$ cat src/rtl/spi_flash_responder_pkg.sv
// rtl/spi_flash_responder_pkg.sv - shared types and constants for the SPI flash responder (honours SPI_FLASH_FAST_READ_EN)
package spi_flash_responder_pkg;

  localparam int          ADDR_W       = 24;
  localparam logic [7:0]  OP_READ      = 8'h03;
  localparam logic [7:0]  OP_FAST_READ = 8'h0B;

  typedef enum logic [2:0] {
    ST_IDLE,
    ST_CMD,
    ST_ADDR,
    ST_DUMMY,
    ST_DATA,
    ST_IGNORE
  } state_t;

  // Opcodes this build of the responder will serve; everything else is ignored.
  function automatic logic op_supported(input logic [7:0] op);
`ifdef SPI_FLASH_FAST_READ_EN
    return (op == OP_READ) || (op == OP_FAST_READ);
`else
    return (op == OP_READ);
`endif
  endfunction

endpackage

$ cat src/rtl/spi_flash_responder_edge_sync.sv
// rtl/spi_flash_responder_edge_sync.sv - spi_edge_sync: SPI pin synchronizers and sclk edge pulses
module spi_edge_sync #(
  parameter int SYNC_STAGES = 2
) (
  input  logic clock,
  input  logic reset,
  input  logic i_sclk,
  input  logic i_cs,
  input  logic i_mosi,
  output logic o_sclk_rise,
  output logic o_sclk_fall,
  output logic o_cs,
  output logic o_cs_fall,
  output logic o_mosi
);

  logic [SYNC_STAGES-1:0] r_sclk_sync;
  logic [SYNC_STAGES-1:0] r_cs_sync;
  logic [SYNC_STAGES-1:0] r_mosi_sync;
  logic                   r_sclk_d;
  logic                   r_cs_d;
  logic [SYNC_STAGES:0]   r_fill;

  logic w_sclk;
  logic w_cs;

  assign w_sclk = r_sclk_sync[SYNC_STAGES-1];
  assign w_cs   = r_cs_sync[SYNC_STAGES-1];

  // Synchronizer chains plus one history flop per edge-detected signal.
  // r_fill marks when the chains hold only post-reset samples, so a cs that
  // was already low across reset is not mistaken for a fresh select.
  always_ff @(posedge clock or negedge reset) begin
    if (!reset) begin
      r_sclk_sync <= '0;
      r_cs_sync   <= '1;
      r_mosi_sync <= '0;
      r_sclk_d    <= 1'b0;
      r_cs_d      <= 1'b1;
      r_fill      <= '0;
    end else begin
      r_sclk_sync <= {r_sclk_sync[SYNC_STAGES-2:0], i_sclk};
      r_cs_sync   <= {r_cs_sync[SYNC_STAGES-2:0], i_cs};
      r_mosi_sync <= {r_mosi_sync[SYNC_STAGES-2:0], i_mosi};
      r_sclk_d    <= w_sclk;
      r_cs_d      <= w_cs;
      r_fill      <= {r_fill[SYNC_STAGES-1:0], 1'b1};
    end
  end

  assign o_sclk_rise = w_sclk & ~r_sclk_d;
  assign o_sclk_fall = ~w_sclk & r_sclk_d;
  assign o_cs        = w_cs;
  assign o_cs_fall   = r_fill[SYNC_STAGES] & r_cs_d & ~w_cs;
  assign o_mosi      = r_mosi_sync[SYNC_STAGES-1];

endmodule

$ cat src/rtl/spi_flash_responder.sv
// rtl/spi_flash_responder.sv - mode-0 SPI flash read responder; SPI_FLASH_FAST_READ_EN adds opcode 0x0B
module spi_flash_responder
  import spi_flash_responder_pkg::*;
#(
  parameter int SYNC_STAGES = 2
) (
  input  logic              clock,
  input  logic              reset,
  input  logic              io_spi_clk,
  input  logic              io_spi_cs,
  input  logic              io_spi_mosi,
  output logic              io_spi_miso,
  output logic              io_rd_req,
  output logic [ADDR_W-1:0] io_rd_addr,
  input  logic [7:0]        io_rd_data,
  output logic              io_cmd_err
);

  logic w_sclk_rise;
  logic w_sclk_fall;
  logic w_cs;
  logic w_cs_fall;
  logic w_mosi;

  spi_edge_sync #(
    .SYNC_STAGES (SYNC_STAGES)
  ) u_edge_sync (
    .clock       (clock),
    .reset       (reset),
    .i_sclk      (io_spi_clk),
    .i_cs        (io_spi_cs),
    .i_mosi      (io_spi_mosi),
    .o_sclk_rise (w_sclk_rise),
    .o_sclk_fall (w_sclk_fall),
    .o_cs        (w_cs),
    .o_cs_fall   (w_cs_fall),
    .o_mosi      (w_mosi)
  );

  state_t            r_state;
  logic [4:0]        r_bit_cnt;
  logic [7:0]        r_cmd_shift;
  logic [ADDR_W-1:0] r_addr;
  logic [7:0]        r_tx_shift;
  logic              r_fast;
  logic              r_load_pend;
  logic              r_rd_req;
  logic              r_cmd_err;
  logic              r_miso;

  logic [7:0]        w_op;
  logic [ADDR_W-1:0] w_addr_next;

  assign w_op        = {r_cmd_shift[6:0], w_mosi};
  assign w_addr_next = {r_addr[ADDR_W-2:0], w_mosi};

  // Transaction FSM: command/address/dummy shifting, read strobes and miso.
  // The store answers one cycle after io_rd_req, so the byte is captured two
  // edges after the strobe, well before the next detected sclk fall.
  always_ff @(posedge clock or negedge reset) begin
    if (!reset) begin
      r_state     <= ST_IDLE;
      r_bit_cnt   <= '0;
      r_cmd_shift <= '0;
      r_addr      <= '0;
      r_tx_shift  <= '0;
      r_fast      <= 1'b0;
      r_load_pend <= 1'b0;
      r_rd_req    <= 1'b0;
      r_cmd_err   <= 1'b0;
      r_miso      <= 1'b1;
    end else begin
      r_rd_req    <= 1'b0;
      r_cmd_err   <= 1'b0;
      r_load_pend <= r_rd_req;

      if (r_load_pend) begin
        r_tx_shift <= io_rd_data;
      end else if (r_state == ST_DATA && w_sclk_fall) begin
        r_tx_shift <= {r_tx_shift[6:0], 1'b0};
      end

      if (w_cs) begin
        // Deselect aborts whatever is in flight, including a pending load.
        r_state     <= ST_IDLE;
        r_bit_cnt   <= '0;
        r_miso      <= 1'b1;
        r_load_pend <= 1'b0;
      end else begin
        case (r_state)
          ST_IDLE: begin
            r_miso <= 1'b1;
            if (w_cs_fall) begin
              r_state     <= ST_CMD;
              r_bit_cnt   <= '0;
              r_cmd_shift <= '0;
              r_fast      <= 1'b0;
            end
          end

          ST_CMD: begin
            if (w_sclk_rise) begin
              r_cmd_shift <= w_op;
              if (r_bit_cnt == 5'd7) begin
                r_bit_cnt <= '0;
                if (op_supported(w_op)) begin
                  r_state <= ST_ADDR;
                  r_fast  <= (w_op == OP_FAST_READ);
                end else begin
                  r_state   <= ST_IGNORE;
                  r_cmd_err <= 1'b1;
                end
              end else begin
                r_bit_cnt <= r_bit_cnt + 5'd1;
              end
            end
          end

          ST_ADDR: begin
            if (w_sclk_rise) begin
              r_addr <= w_addr_next;
              if (r_bit_cnt == 5'd23) begin
                r_bit_cnt <= '0;
                if (r_fast) begin
                  r_state <= ST_DUMMY;
                end else begin
                  r_state  <= ST_DATA;
                  r_rd_req <= 1'b1;
                end
              end else begin
                r_bit_cnt <= r_bit_cnt + 5'd1;
              end
            end
          end

          ST_DUMMY: begin
            if (w_sclk_rise) begin
              if (r_bit_cnt == 5'd7) begin
                r_bit_cnt <= '0;
                r_state   <= ST_DATA;
                r_rd_req  <= 1'b1;
              end else begin
                r_bit_cnt <= r_bit_cnt + 5'd1;
              end
            end
          end

          ST_DATA: begin
            if (w_sclk_fall) begin
              r_miso <= r_tx_shift[7];
            end
            if (w_sclk_rise) begin
              if (r_bit_cnt == 5'd7) begin
                // Byte complete: fetch the next one; address wraps at the top.
                r_bit_cnt <= '0;
                r_addr    <= r_addr + 24'd1;
                r_rd_req  <= 1'b1;
              end else begin
                r_bit_cnt <= r_bit_cnt + 5'd1;
              end
            end
          end

          ST_IGNORE: begin
            r_miso <= 1'b1;
          end

          default: begin
            r_state <= ST_IDLE;
            r_miso  <= 1'b1;
          end
        endcase
      end
    end
  end

  assign io_spi_miso = r_miso;
  assign io_rd_req   = r_rd_req;
  assign io_rd_addr  = r_addr;
  assign io_cmd_err  = r_cmd_err;

endmodule
$ cat config.mk
export PLATFORM = sky130hd
export DESIGN_NAME = spi_flash_responder
export DESIGN_NICKNAME = d
export VERILOG_FILES = /design/src/rtl/spi_flash_responder_pkg.sv /design/src/rtl/spi_flash_responder_edge_sync.sv /design/src/rtl/spi_flash_responder.sv
export SDC_FILE = /design/constraint.sdc
export NUM_CORES = 1
export LEC_CHECK = 0
export BUFFER_PORTS_ARGS = -buffer_cell sky130_fd_sc_hd__buf_2
export CORE_AREA = 2 2 84 86
export CTS_CLUSTER_SIZE = 20
export DETAILED_ROUTE_END_ITERATION = 10
export DIE_AREA = 0 0 86 88
export GPL_TIMING_DRIVEN = 0
export PLACE_DENSITY_LB_ADDON = 0.3
export REMOVE_ABC_BUFFERS = 1
export SYNTH_ARGS = -nofsm -noshare
export SYNTH_HDL_FRONTEND = slang
export SYNTH_SLANG_ARGS = --single-unit
export TNS_END_PERCENT = 10
$ cat constraint.sdc
create_clock -name clock -period 1.75 [get_ports clock]
set_input_delay 0.35 -clock clock [delete_from_list [all_inputs] [get_ports clock]]
set_output_delay 0.35 -clock clock [all_outputs]
set_load 0.05 [all_outputs]
==> results of run 1 <==
worst max-delay path, delay by kind of cell (launching register included):
kind / cells / cell delay [ns]
compound gates: 3 / 0.42
fa+ha+maj: 1 / 0.14
simple gates: 2 / 0.78
flops: 1 / 0.39
worst paths after layout:
| check | from | endpoint | slack [ns] | cells past startpoint |
|---|---|---|---|---|
| worst max-delay path | io_rd_addr[0] | io_rd_addr[16] | -0.08 | 6 |
| worst min-delay path | reset | io_rd_addr[11] | 0.07 | 1 |
| worst max register to register | io_rd_addr[0] | io_rd_addr[16] | -0.08 | 6 |
| worst min register to register | u_edge_sync.r_sclk_sync[0] | u_edge_sync.r_sclk_sync[1] | 0.35 | 0 |
| max in group asynchronous | reset | r_state[1] | 1.04 | 1 |
| min in group clock | io_spi_cs | u_edge_sync.r_cs_sync[0] | 0.11 | 1 |
cell type report:
cell class / count / area [µm²] / share of cell area [%]
flip-flops and latches: 63 / 1604 / 35.77
inverters: 7 / 27.53 / 0.6138
clock inverters: 3 / 40.04 / 0.8929
well taps: 80 / 100.1 / 2.232
clock buffers: 13 / 168.9 / 3.767
multi-input cells: 295 / 2056 / 45.84
repair buffers: 76 / 488.0 / 10.88
per-layer routing:
layer,wire [µm],track usage (%),vias up
met4,231,10.25,0
li1,-,-,1545
met3,600,4.524,27
met2,4548,40.31,145
met1,3798,32.59,1626
met5,0,0,-
repair_timing:
action,in CTS,in global routing
gates cloned,2,0
setup buffers,16,20
pin swaps,14,19
resized for setup,50,32
setup endpoints to repair,51,45
cells by family after synthesis:
kind of cell / Yosys count / synth area share [%]
AO/OA/AOI/OAI: 109 / 20.63
other: 1 / 0.1092
adder cells (fa/ha/maj): 2 / 0.7287
AND/OR/NAND/NOR: 171 / 26.09
flip-flops: 63 / 46.06
multiplexers: 10 / 2.916
buffers and inverters: 27 / 3.462
registers in the layout (all words and copies together) (netlist names):
signal / cells
r_load_pend: 1
io_rd_addr: 24
u_edge_sync.r_sclk_d: 1
io_spi_miso: 1
r_bit_cnt: 5
r_fast: 1
r_cmd_shift: 7
u_edge_sync.r_cs_sync: 2
r_state: 3
u_edge_sync.r_fill: 3
io_rd_req: 1
r_tx_shift: 8
u_edge_sync.r_sclk_sync: 2
u_edge_sync.r_cs_d: 1
u_edge_sync.r_mosi_sync: 2
io_cmd_err: 1
cells in the mapped netlist (2+ instances only):
cell type,number,area [µm²]
a211oi_1,3,22.52
a21o_1,2,15.01
a21oi_1,28,140.1
a221oi_1,3,26.28
a22oi_1,2,15.01
a2bb2oi_1,4,35.03
a31oi_1,4,25.02
a32oi_1,2,17.52
and2_1,4,25.02
and4_1,3,26.28
buf_1,2,7.510
buf_2,8,40.04
clkbuf_1,9,33.78
dfrtp_1,59,1476
dfstp_2,4,105.1
ha_1,2,25.02
inv_1,6,22.52
mux2i_1,10,100.1
nand2_1,62,232.7
nand2b_1,8,50.05
nand3_1,16,80.08
nand4_1,4,25.02
nor2_1,28,105.1
nor2b_1,6,37.54
nor3_1,10,50.05
nor3b_1,3,22.52
nor4_1,8,50.05
o21a_1,2,15.01
o21ai_0,30,150.1
o21ai_1,2,10.01
o221ai_1,2,17.52
o22ai_1,2,12.51
o2bb2ai_1,2,17.52
o31ai_1,6,45.04
o32ai_1,2,17.52
o41ai_1,3,26.28
or2_2,2,12.51
or3_1,2,12.51
through the flow:
step	setup TNS, ns	power, µW	setup WS (ns)
global placement	-41.63	1641	-1.496
global route	-1.679	3103	-0.1256
floorplan	-15.09	1582	-0.6339
CTS	-0.4651	2994	-0.08226
finish	-0.3972	2996	-0.07846
detailed placement	-21.56	1646	-0.7989
power by group:
group / internal [µW] / leakage (µW) / switching, µW
clock: 771 / 0.000109 / 560
combinational: 60.7 / 0.00102 / 106
sequential: 1480 / 0.000781 / 18.5
==> summary.md, run 1 <==
| Metric | Value |
|---|---|
| Ys async rst share | `100.0%` |
| Drt pass-1 iters | `5` |
| CP peak stage delay | `0.56 ns` |
| Clock skew | `0.01062 ns` |
| First-pass GRT wire length | `14.67 mm` |
| Commonest non-fill, non-tap cell in the layout | `nand2_1` |
| Vias in the first global route | `3000` |
| Vias | `3343` |
| Core Util, Final | `67.50%` |
| Final setup viols | `10` |
| Failing checks | `negative setup slack` |
| Routed WL | `9.179 mm` |
| Yosys warning count | `0` |
| Period minus WS final | `1.828 ns` |
| Overall routing resource usage | `24.69%` |
| CP required | `2.00 ns` |
| Syn Area/Cell | `8.964 µm²` |
| Fmax | `546.9 MHz` |
| CTS clock-pin slew for the worst setup and hold paths | `0.07 ns` |
| Post-synthesis cell count | `383` |
| Via density per instance | `6.225` |
| Fin crit share | `104.5%` |
| Pwr Density | `668.2 nW/µm²` |
| Dpl hpwl | `5.174 mm` |
| WL/cell | `17.09 µm` |
| Ports | `40` |
| Die width | `86 µm` |
| Antenna-violating nets left | `0` |
| TritonCTS Buffers | `9` |
| # fillers | `498` |
| P_leak | `0.001911 µW` |
| Maximum vdd ir drop | `0.5730 mV` |
| Worst setup margin | `-0.07846 ns` |
| Final instance area | `4484 µm²` |
| GP Congestion | `0.8153` |
| Number of synthesized flops with an enable pin | `0` |
| RSZ-0062 raised after global routing | `true` |
| Post-route insts no fill | `537` |
| Pins Over Slew Limit | `0` |
| Port-buffer cells | `39` |
| Total global routing overflow | `0` |
| CTS tree | `done` |
| CP endpoint kind | `flip-flop` |
| Hold Path Class | `in -> async` |
| Layout cells sized above 1 | `36.76%` |
| Status | `complete, but fails checks` |
| Post-CTS Hold Buffers | `0` |
| Worst Tran Pin Value | `0.7979 ns` |
| Area grow syn2layout | `30.61%` |
| Mapped cell area | `3433 µm²` |
| N_diodes | `0` |
| Clock Sinks | `63` |
| Buffer depth of the longest clock path | `2` |
| Unique cell type count in the Yosys netlist | `66` |
| DRC Markers | `0` |
| CP arrival | `2.07 ns` |
| DIE AREA | `7568 µm²` |
| Cell Chain, Critical Path | `ha_4 -> and4_4 -> or4b_4 -> o21ai_2 -> a21oi_2 -> a311oi_2` |
| Main synth FF type | `dfrtp_1` |
| Slowest-stage cell, CP | `or4b_4` |
| Initial antenna violation count | `0` |
| FP Rows | `30` |
| Largest net degree at the start of global routing | `64` |
| Clock latency on the worst-skew pair | `0.34 ns` |
| H-tree depth | `3` |
| Slew headroom | `46.81%` |
| Max-Cap Viols | `0` |
| Clock root buffer | `clkbuf_8` |
| CP startpoint kind | `flip-flop` |
| Core area | `6644 µm²` |
| #FFs+latches synth | `63` |
| Hold_ws | `0.06870 ns` |
| Starting density of the core | `51.68%` |
| DR iter-0 viols | `403` |
| Nets | `467` |
| Die height | `88 µm` |
| Final hold violations | `0` |
| Placed cells | `483` |
| Placed cell area | `3657 µm²` |
| CP max FO | `7` |
| Post-synthesis sequential area ratio | `46.06%` |
| Most frequent cells in the layout | `nand2_1 (57), dfrtp_1 (46), buf_2 (39)` |
| Crit Path Category | `reg -> reg` |
Power figures use the tool's default switching activity.
==> run 2: changes to the inputs <==
CTS_CLUSTER_DIAMETER = 200   (was default)
RECOVER_POWER = 100   (was default)
==> run 2 against run 1 <==
Effect of this change:
- via count about the same
- routed wire length grew 0.19%
- core utilization shrank 0.19 points
- the flow still finishes with violations (negative setup slack)
- setup slack improved by 0.0035 ns
- final cell count stayed put
- design area fell by 0.28%
- clock power about the same
- clock-buffer cell count unchanged
- hold slack hardly changed
==> summary.md, run 2 (synthesized netlist as in run 1, its figures left out) <==
| Metric | Value |
|---|---|
| FP Rows | `30 (unchanged)` |
| Via density per instance | `6.223 (about the same)` |
| Vias | `3342 (-0.030%)` |
| Commonest non-fill, non-tap cell in the layout | `nand2_1` |
| CP peak stage delay | `0.49 ns (-0.07 ns)` |
| Max-Cap Viols | `0 (unchanged)` |
| DR iter-0 viols | `361 (-10%)` |
| Pins Over Slew Limit | `0 (unchanged)` |
| Tot Pwr | `2997 µW (about the same)` |
| R2r endpoint | `io_rd_addr[20]` |
| Fin crit share | `104.3% (-0.20 points)` |
| TritonCTS Buffers | `9 (unchanged)` |
| Die height | `88 µm (unchanged)` |
| Routed WL | `9.196 mm (+0.19%)` |
| CP max FO | `11 (+4)` |
| CP startpoint kind | `flip-flop` |
| Clock root buffer | `clkbuf_8` |
| Ports | `40 (unchanged)` |
| Most frequent cells in the layout | `nand2_1 (57), dfrtp_1 (46), buf_4 (32)` |
| Slowest-stage cell, CP | `dfrtp_2` |
| Crit Path Category | `reg -> reg` |
| Core area | `6644 µm² (unchanged)` |
| CP arrival | `2.04 ns (-0.03 ns)` |
| Layout cells sized above 1 | `35.01% (-1.8 points)` |
| Initial antenna violation count | `0 (unchanged)` |
| Worst Tran Pin Value | `0.7971 ns (-0.0008172 ns)` |
| Die width | `86 µm (unchanged)` |
| Buffer depth of the longest clock path | `2 (unchanged)` |
| Failing checks | `negative setup slack` |
| Port-buffer cells | `39 (unchanged)` |
| RSZ-0062 raised after global routing | `true` |
| P_leak | `0.001869 µW (-2.2%)` |
| Maximum vdd ir drop | `0.5682 mV (-0.83%)` |
| Drt pass-1 iters | `6 (+1)` |
| CTS clock-pin slew for the worst setup and hold paths | `0.07 ns (about the same)` |
| Fmax | `547.9 MHz (+0.19%)` |
| DIE AREA | `7568 µm² (unchanged)` |
| Vias in the first global route | `3000 (unchanged)` |
| Post-CTS Hold Buffers | `0 (unchanged)` |
| Largest net degree at the start of global routing | `64 (unchanged)` |
| R2r setup slk | `-0.07 ns (about the same)` |
| Final hold violations | `0 (unchanged)` |
| Antenna-violating nets left | `0 (unchanged)` |
| First-pass GRT wire length | `14.67 mm (unchanged)` |
| Setup_tns | `-0.4047 ns (-0.007540 ns)` |
| Pwr Density | `670.1 nW/µm² (+0.29%)` |
| Overall routing resource usage | `24.69% (unchanged)` |
| Number of flip-flops in the largest register | `24 (unchanged)` |
| Worst setup margin | `-0.07500 ns (+0.003462 ns)` |
| Status | `complete, but fails checks` |
| R2r worst-path depth | `5 (-1)` |
| CP required | `1.96 ns (-0.04 ns)` |
| Hold Path Class | `in -> async` |
| DRC Markers | `0 (unchanged)` |
| Area grow syn2layout | `30.25%` |
| Dpl hpwl | `5.174 mm (unchanged)` |
| WL/cell | `17.12 µm (+0.19%)` |
| Critical R2R Launch | `r_bit_cnt[4]` |
| GP Congestion | `0.8153 (unchanged)` |
| Slew headroom | `46.86% (+0.055 points)` |
| Period minus WS final | `1.825 ns (-0.003462 ns)` |
| Clock latency on the worst-skew pair | `0.34 ns (about the same)` |
| CTS tree | `done` |
| Total global routing overflow | `0 (unchanged)` |
| Cell Chain, Critical Path | `nand4bb_4 -> buf_4 -> nor4_4 -> and3_1 -> a211oi_2` |
| Clock Sinks | `63 (unchanged)` |
| CP endpoint kind | `flip-flop` |
| Nets | `467 (unchanged)` |
| N_diodes | `0 (unchanged)` |
| Final setup viols | `9 (-1)` |
| Clock skew | `0.009728 ns (-0.0008958 ns)` |
| Starting density of the core | `51.68% (unchanged)` |
| H-tree depth | `3 (unchanged)` |
[run 2: cell types whose count changed in the layout (fill, tap and decap cells not counted), sizes merged]
cell | before | now
buf | 75 | 54
clkbuf | 14 | 35
[run 2: where the power goes]
group / leakage, µW / switching [µW] / internal [µW]
sequential: 0.000781 / 18.5 / 1480
clock: 0.000109 / 561 / 771
combinational: 0.000978 / 106 / 59.7
[run 2: final cells by class]
type / count / area (µm²)
clock buffer: 13 / 168.9
fill: 500 / 2172
sequential: 63 / 1604
clock inverter: 3 / 40.04
tap: 80 / 100.1
multi-input combinational: 295 / 2056
timing repair buffer: 76 / 475.5
inverter: 7 / 27.53
[run 2: how the worst max path moves through the flow]
stage                       start             end  slack (ns)
floorplan              r_state[2]   r_tx_shift[1]       -0.63
global placement       r_state[2]   r_tx_shift[5]       -1.50
finish               r_bit_cnt[4]  io_rd_addr[20]       -0.07
global route        io_rd_addr[1]  io_rd_addr[16]       -0.13
detailed placement   r_bit_cnt[0]   io_rd_addr[6]       -0.80
CTS                 io_rd_addr[1]  io_rd_addr[16]       -0.08
[run 2: stage by stage]
| step | area [µm²] | setup WS [ns] | cells | hold WS, ns | utilization [%] |
|---|---|---|---|---|---|
| 6_report | 4472 | -0.07500 | 537 | 0.06844 | 67.31 |
| 5_1_grt | 4472 | -0.1256 | 537 | 0.09338 | 67.31 |
| 4_1_cts | 4209 | -0.08226 | 517 | 0.09866 | 63.35 |
| 3_5_place_dp | 3657 | -0.7989 | 483 | 0.3358 | 55.05 |
| 3_3_place_gp | 3636 | -1.496 | 482 | 0.3327 | 54.73 |
| 2_1_floorplan | 3341 | -0.6339 | 363 | 0.05441 | - |
[run 2: repair_timing]
item | 4_1_cts | 5_1_grt
pin swaps | 14 | 19
resized for setup | 50 | 32
cloned | 2 | 0
buffers inserted | 16 | 20
endpoints found under the setup margin | 51 | 45
[run 2: per-layer routing]
metal	track usage, %	routed length [µm]	vias up
met5	0	0	-
met4	10.25	216	0
met3	4.524	612	27
met2	40.31	4593	158
met1	32.59	3773	1612
li1	-	-	1545
[run 2: critical path: cells and delay by family (launching register included)]
kind	cells	cell delay [ns]
flops	1	0.49
buf+inv	1	0.21
compound gates	1	0.06
simple gates	3	0.93
